## config.mk

```make
export PLATFORM = sky130hd
export DESIGN_NAME = sram_port_initiator
export DESIGN_NICKNAME = d
export VERILOG_FILES = /design/src/rtl/sram_port_initiator.sv
export SDC_FILE = /design/constraint.sdc
export NUM_CORES = 1
export LEC_CHECK = 0
export CELL_PAD_IN_SITES_DETAIL_PLACEMENT = 0
export CELL_PAD_IN_SITES_GLOBAL_PLACEMENT = 1
export CORE_AREA = 2 2 115 95
export CTS_CLUSTER_DIAMETER = 100
export DETAILED_ROUTE_END_ITERATION = 8
export DIE_AREA = 0 0 117 97
export PLACE_DENSITY = 0.81
export SKIP_CTS_REPAIR_TIMING = 1
export SLEW_MARGIN = 5
export SYNTH_ARGS = -nofsm -noshare
export SYNTH_HDL_FRONTEND = slang
export SYNTH_SLANG_ARGS = --single-unit
```

## constraint.sdc

```tcl
create_clock -name clk -period 1.5 [get_ports clk]
set_input_delay 0.15 -clock clk [delete_from_list [all_inputs] [get_ports clk]]
set_output_delay 0.15 -clock clk [all_outputs]
set_load 0.005 [all_outputs]
```

## src/rtl/sram_port_initiator.sv

```systemverilog
// Initiator for a single-port byte-enabled SRAM with registered read address, plus a bulk-clear sequencer.
// Optional macro SRAM_PORT_INIT_ON_RESET_EN: run a full clear automatically after reset release.
module sram_port_initiator #(
  parameter int DEPTH = 64,
  parameter int WIDTH = 44,
  parameter int BW    = (WIDTH - 1) / 8 + 1,
  parameter int AW    = $clog2(DEPTH)
) (
  input  logic             clk,
  input  logic             reset_n,
  input  logic             req_valid,
  output logic             req_ready,
  input  logic             req_we,
  input  logic [AW-1:0]    req_addr,
  input  logic [WIDTH-1:0] req_wdata,
  input  logic [BW-1:0]    req_bwe,
  output logic             rsp_valid,
  input  logic             rsp_ready,
  output logic [WIDTH-1:0] rsp_rdata,
  input  logic             clear_start,
  output logic             clear_busy,
  output logic             clear_done,
  output logic             sram_ce,
  output logic             sram_we,
  output logic [AW-1:0]    sram_addr,
  output logic [WIDTH-1:0] sram_din,
  output logic [BW-1:0]    sram_bwe,
  input  logic [WIDTH-1:0] sram_dout
);

  // Handshakes: a transfer happens on the rising edge where valid and ready are both high;
  // valid must hold its payload until that edge, and ready may depend on the other side's valid.

  typedef enum logic {
    IDLE  = 1'b0,
    CLEAR = 1'b1
  } state_e;

  localparam logic [AW-1:0] LAST_IDX = AW'(DEPTH - 1);

`ifdef SRAM_PORT_INIT_ON_RESET_EN
  localparam logic CLEAR_PEND_RST = 1'b1;
`else
  localparam logic CLEAR_PEND_RST = 1'b0;
`endif

  state_e        state_q, state_d;
  logic [AW-1:0] idx_q, idx_d;
  logic          clear_pend_q, clear_pend_d;
  logic          rsp_valid_q, rsp_valid_d;
  logic          clear_done_q, clear_done_d;
  logic          rsp_free;
  logic          req_fire;

  // A stalled response blocks new SRAM cycles so the registered read address, and thus dout, stays put.
  assign rsp_free   = ~rsp_valid_q | rsp_ready;
  assign req_ready  = reset_n & (state_q == IDLE) & ~clear_pend_q & rsp_free;
  assign req_fire   = req_valid & req_ready;

  assign rsp_valid  = rsp_valid_q;
  assign rsp_rdata  = sram_dout;
  assign clear_busy = (state_q == CLEAR);
  assign clear_done = clear_done_q;

  always_comb begin
    state_d      = state_q;
    idx_d        = idx_q;
    clear_pend_d = clear_pend_q;
    rsp_valid_d  = rsp_valid_q;
    clear_done_d = 1'b0;

    if (rsp_valid_q && rsp_ready) begin
      rsp_valid_d = 1'b0;
    end
    if (req_fire && !req_we) begin
      rsp_valid_d = 1'b1;
    end

    case (state_q)
      IDLE: begin
        if (clear_pend_q) begin
          if (rsp_free) begin
            state_d      = CLEAR;
            idx_d        = '0;
            clear_pend_d = 1'b0;
          end
        end else if (clear_start) begin
          clear_pend_d = 1'b1;
        end
      end
      CLEAR: begin
        if (idx_q == LAST_IDX) begin
          state_d      = IDLE;
          idx_d        = '0;
          clear_done_d = 1'b1;
        end else begin
          idx_d = idx_q + 1'b1;
        end
      end
      default: begin
        state_d = IDLE;
      end
    endcase
  end

  always_comb begin
    sram_ce   = 1'b0;
    sram_we   = 1'b0;
    sram_addr = '0;
    sram_din  = '0;
    sram_bwe  = '0;
    if (state_q == CLEAR) begin
      sram_ce   = 1'b1;
      sram_we   = 1'b1;
      sram_addr = idx_q;
      sram_bwe  = '1;
    end else if (req_fire) begin
      sram_ce   = 1'b1;
      sram_we   = req_we;
      sram_addr = req_addr;
      sram_din  = req_wdata;
      sram_bwe  = req_bwe;
    end
  end

  always_ff @(posedge clk or negedge reset_n) begin
    if (!reset_n) begin
      state_q      <= IDLE;
      idx_q        <= '0;
      clear_pend_q <= CLEAR_PEND_RST;
      rsp_valid_q  <= 1'b0;
      clear_done_q <= 1'b0;
    end else begin
      state_q      <= state_d;
      idx_q        <= idx_d;
      clear_pend_q <= clear_pend_d;
      rsp_valid_q  <= rsp_valid_d;
      clear_done_q <= clear_done_d;
    end
  end

endmodule

```

==> results_dict.tcl, run 1 <==
set metrics [dict create \
    dieArea_sq_um 11300 \
    drt_iter0_drc 44 \
    synth_common_cells "and3_1, buf_4, dfrtp_1" \
    finalNonFillerCells 403 \
    syn_avg_cell_area_sq_um 8.00 \
    required_ps 1350 \
    ys_seq_area_frac 0.192 \
    yosysTopAreaCell "buf_4" \
    setup_viol 59 \
    dp.cells 381 \
    gp_congestion 0.735 \
    combPwrFrac 0.596 \
    via_per_inst 3.86 \
    wl_met1_mm 2.49 \
    crit_arrival_ps 1900 \
    irDropWorstVdd_mv 0.411 \
    worst_slew_margin_rel 0.812 \
    fmax_mhz 487 \
    cts_sinks 10 \
    setup_tns_ps -17070 \
    synth_top_family_by_area "buffers and inverters" \
    drc 0 \
    cts_tree "yes" \
    yosys_warnings 0 \
    period_needed_ps 2050 \
    ys_seq_elements 10 \
    num_antenna_cells 0 \
    setup_slack_ps -554 \
    ff2ff_setup_slack_ps 110 \
    antenna_found_initial 0 \
    pwr-share-clk 0.192 \
    synthFlopType "dfrtp_1" \
    cpLargestDelayFamily "buffers and inverters" \
    power.switching_mw 0.840 \
    synth_simple_gate_area_share 0.300 \
    p_sw_frac 0.345 \
    critical_path_class "reg -> out" \
    synth_xor_area_frac 0.00672 \
    synthArstFlopShare 1.00 \
    grt_max_degree 46 \
    antenna_left 0 \
    clkTransAtPathRegs_ps 40 \
    syn_nets 270 \
    cts_inserted_buffers 3 \
    dieHeight_um 97 \
    powerDensity_nw_per_um2 959 \
    dr_wl_met3_um 321 \
    grt_usage 0.0764 \
    clk_latency_ps 240 \
    core_sq_um 10100 \
    crit-reg2reg-capture "rsp_valid" \
    drt-pass1-iter-count 4 \
    pwr-share-seq 0.212 \
    hpwl_mm 3.77 \
    clockBufferDepth 2 \
    die_x_um 117 \
    grt_pass1_vias 1354 \
    max_cap_violations 0 \
    internal-power_mw 1.60 \
    grt_pass1_wl_mm 6.93 \
    slowest_delay_ps 370 \
    fin_nets 372 \
    cp_common_cell "buf_6" \
    hold_viol 0 \
    h-tree-depth 1 \
    syn_inst 163 \
    violations "negative setup slack" \
    path_max_fanout 5 \
    synth_adder_area_share 0.00960 \
    synth_area_sq_um 1300 \
    totalWireLength_mm 5.67 \
    synth_cell_types 27 \
    leakagePower_nw 1.31 \
    endpoint_kind "output port" \
    worstMarginPinSlew_ps 280 \
    finalHoldWorstSlack_ps 274 \
    start_util 0.129 \
    status "complete, but fails checks" \
    grt_overflow 0 \
    hold_path_class "in -> async" \
    synth-edff-count 0 \
    synth.area.mux_share 0.00864 \
    io_buffer_count 123 \
    r2r_start "rsp_valid" \
    wl_per_cell_um 14.1 \
    rsz0062_at_grt "true" \
    wl_met2_mm 2.81 \
    crit_path_top_delay_cell "dfrtp_1" \
    crit_chain "nor2b_4 -> nor4b_4 -> buf_6 -> clkbuf_16 -> buf_8 -> buf_4 -> buf_6 -> and3_4 -> buf_6" \
    start_kind "flip-flop" \
    placementRows 33 \
    synth_area_leaders "buf_4, and3_1, dfrtp_1" \
    synth_top_area_share 0.253 \
    root_buffer "clkbuf_16" \
    io_pins 212 \
    path_buf_inv 6 \
    fin_skew_ps 1.37 \
    num_vias 1556 \
    routed.top_layer "met4" \
    rr_worst_depth 6 \
    layout-drive-gt1-share 0.407 \
    timing.final.crit_share 1.37 \
    drv_slew 0 \
    area_delta_synth_final_pct 94.7 \
    synth-compound-area-share 0.143 \
]
layout make-up:
type                       count  area, sq um
fill                        1124         7580
sequential                    10          251
inverter                       3         11.3
tap                          140          175
clock buffer                   3         75.1
multi-input combinational     93          661
timing repair buffer         154         1370
kinds of logic (layout without fill, tap and decap cells):
logic type | count (synthesis) | after routing
flip-flops | 10 | 10
XOR/XNOR | 1 | 1
AND/OR/NAND/NOR | 64 | 64
buffers and inverters | 60 | 160
adder cells (fa/ha/maj) | 1 | 1
AO/OA/AOI/OAI | 26 | 26
multiplexers | 1 | 1
placed cells by master (no fill, tap or decap), types with 2 or more instances in the layout:
master           instances
nor3_1                   2
buf_12                   2
a21oi_1                  4
nor2_1                   2
inv_1                    3
o21ai_1                  2
buf_4                   19
and3_1                  36
clkbuf_2                32
buf_6                   13
a21o_1                   8
buf_8                    2
and3_4                   8
o21ai_0                  3
dlymetal6s2s_1           2
buf_2                   16
nand2_1                  7
a22o_1                   6
clkbuf_16                7
dfrtp_1                  9
nand2_2                  2
clkdlybuf4s50_1         64
worst max path at each step:
stage	start	cells after the start	slack (ps)	endpoint
after floorplan	clear_busy	5	100	sram_din[34]
after global placement	rsp_ready	6	-600	sram_din[28]
after detailed placement	rsp_ready	6	-630	sram_bwe[0]
after CTS	rsp_valid	5	-710	sram_bwe[0]
after global routing	rsp_valid	9	-630	sram_din[42]
final	rsp_valid	9	-550	sram_din[42]
stage by stage:
stage          cell area (sq um)   util  setup WS, ps  total power [mW]
2_1_floorplan               1300      -          95.6              1.21
6_report                    2540  0.251          -554              2.44
3_3_place_gp                2380  0.235          -597              1.85
5_1_grt                     2540  0.251          -634              2.60
3_5_place_dp                2380  0.235          -627              1.87
4_1_cts                     2460  0.243          -709              2.35
power groups by stage:
stage / Combinational (mW) / Sequential (mW) / Clock [mW]
6_report: 1.45 / 0.516 / 0.468
5_1_grt: 1.57 / 0.534 / 0.489
4_1_cts: 1.37 / 0.505 / 0.477
3_5_place_dp: 1.36 / 0.510 / 0
3_3_place_gp: 1.34 / 0.504 / 0
2_1_floorplan: 0.729 / 0.478 / 0
state kept, by name, indices dropped and copies added (netlist names):
name / cells
clear_done: 1
rsp_valid: 1
idx_q: 6
clear_busy: 1
clear_pend_q: 1
worst reg2reg max path: cells and delay by family (launching register included):
family | cells | cell delay (ps)
AND/OR/NAND/NOR | 3 | 510
flip-flops | 1 | 370
buffers and inverters | 2 | 340
AO/OA/AOI/OAI | 1 | 100
per-layer routing:
metal / GRT usage / vias to the layer above
met5: 0 / -
met4: 0.0199 / 0
met3: 0.0194 / 12
met2: 0.129 / 75
met1: 0.0953 / 747
li1: - / 722
Note: power is estimated with default switching activity, not from simulation.
==> run 2: changes to the inputs <==
Settings changed: CELL_PAD_IN_SITES_DETAIL_PLACEMENT 0 to not set, CELL_PAD_IN_SITES_GLOBAL_PLACEMENT 1 to not set, CORE_AREA 2 2 115 95 to 2 2 83 85, DIE_AREA 0 0 117 97 to 0 0 85 87, MAX_ROUTING_LAYER set to met4, PLACE_DENSITY 0.81 to 0.75.
==> results_dict.tcl, run 2 (synthesized netlist as in run 1, its figures left out) <==
set metrics [dict create \
    io_pins 212 \
    die_x_um 85 \
    grt_overflow 0 \
    multi_input_area_sq_um 649 \
    drv_slew 0 \
    status "complete, but fails checks" \
    fin_nets 369 \
    core_sq_um 6570 \
    placementRows 30 \
    h-tree-depth 1 \
    period_needed_ps 2110 \
    leakagePower_nw 1.32 \
    critical_path_class "reg -> out" \
    antenna_found_initial 0 \
    grt_pass1_vias 1332 \
    totalWireLength_mm 4.80 \
    largest_reg_flops 6 \
    area_delta_synth_final_pct 82.1 \
    setup_slack_ps -611 \
    antenna_left 0 \
    layout_commonest_cell "clkdlybuf4s50_1" \
    ff2ff_setup_slack_ps 90 \
    grt_pass1_wl_mm 6.45 \
    cp_num_cells 6 \
    crit_chain "nor2b_4 -> nor4b_4 -> buf_6 -> nand2_1 -> o21ai_1 -> clkdlybuf4s50_1" \
    seq_area_sq_um 250 \
    r2r_start "rsp_valid" \
    timing.final.crit_share 1.41 \
    clockBufferDepth 2 \
    num_antenna_cells 0 \
    cts_inserted_buffers 3 \
    design_area_sq_um 2370 \
    dp.cells 321 \
    crit_path_top_delay_cell "clkdlybuf4s50_1" \
    gp_congestion 0.813 \
    final_util 0.362 \
    setup_viol 59 \
    hold_path_class "in -> async" \
    crit_path_end "sram_addr[4]" \
    worstMarginPinSlew_ps 289 \
    final_cell_mix "clkdlybuf4s50_1, and3_1, clkbuf_2" \
    num_vias 1505 \
    root_buffer "clkbuf_8" \
    via_per_inst 4.41 \
    dieArea_sq_um 7400 \
    wl_per_cell_um 14.1 \
    violations "negative setup slack" \
    layout-drive-gt1-share 0.360 \
    startpoint "rsp_valid" \
    drc 0 \
    start_util 0.198 \
    clk_latency_ps 240 \
    dieHeight_um 87 \
    path_max_fanout 5 \
    endpoint_kind "output port" \
    worst_slew_margin_rel 0.807 \
    cts_sinks 10 \
    finalHoldWorstSlack_ps 279 \
    clkTransAtPathRegs_ps 50 \
    required_ps 1350 \
    grt_usage 0.109 \
    crit_arrival_ps 1960 \
    drt-pass1-iter-count 4 \
    start_kind "flip-flop" \
    path_buf_inv 2 \
    fin_skew_ps 0.832 \
    max_cap_violations 0 \
    cpLargestDelayFamily "buffers and inverters" \
    placed_cell_area_sq_um 2290 \
    setup_tns_ps -19410 \
    finalNonFillerCells 341 \
    slowest_delay_ps 510 \
    rsz0062_at_grt "true" \
    crit-reg2reg-capture "rsp_valid" \
    hpwl_mm 3.64 \
    drt_iter0_drc 52 \
    fillers 656 \
    io_buffer_count 123 \
    cts_tree "yes" \
    hold_viol 0 \
    grt_max_degree 30 \
    regMostFlops "idx_q" \
    fmax_mhz 474 \
    irDropWorstVdd_mv 0.605 \
    powerDensity_nw_per_um2 928 \
    rr_worst_depth 6 \
]
[run 2: changes by cell type in the layout (fill, tap and decap cells not counted), sizes merged]
cell / change
clkdlybuf4s50: +1
dlymetal6s2s: +4
buf: -8
and2: +1
[run 2: how the worst min path moves through the flow]
stage / from / to / slack, ps / cells after the start
floorplan: reset_n / clear_busy / -150 / 0
global placement: sram_dout[15] / rsp_rdata[15] / 300 / 0
detailed placement: sram_dout[15] / rsp_rdata[15] / 300 / 0
CTS: reset_n / rsp_valid / 290 / 2
global route: reset_n / rsp_valid / 290 / 2
finish: reset_n / idx_q[0] / 280 / 2
[run 2: final cells by class]
| cell class | count | area share |
|---|---|---|
| flip-flops and latches | 10 | 0.105 |
| multi-input cells | 94 | 0.273 |
| inverters | 3 | 0.00474 |
| repair buffers | 150 | 0.551 |
| clock buffers | 4 | 0.0232 |
| well taps | 80 | 0.0421 |
[run 2: where the power goes]
part | switching (mW) | leakage, nW | internal (mW) | total, mW
clock | 0.111 | 0.0288 | 0.231 | 0.342
combinational | 0.539 | 1.17 | 0.820 | 1.36
sequential | 0.129 | 0.124 | 0.375 | 0.504
total | 0.779 | 1.32 | 1.43 | 2.20
[run 2: worst register-to-register path: cells and delay by family, from the launching register on]
kind / cells / cell delay, ps
buffers and inverters: 2 / 340
AND/OR/NAND/NOR: 3 / 530
AO/OA/AOI/OAI: 1 / 100
flip-flops: 1 / 370
[run 2: stage by stage]
stage / power, mW / worst slack [ps]
3_5_place_dp: 1.85 / -683
2_1_floorplan: 1.21 / 95.6
5_1_grt: 2.35 / -689
4_1_cts: 2.22 / -774
6_report: 2.20 / -611
3_3_place_gp: 1.83 / -650
[run 2: per-layer routing]
layer,track usage,part of all wire
met5,-,0
met4,0.0563,0.020
met3,0.0152,0.069
met2,0.169,0.50
met1,0.138,0.41
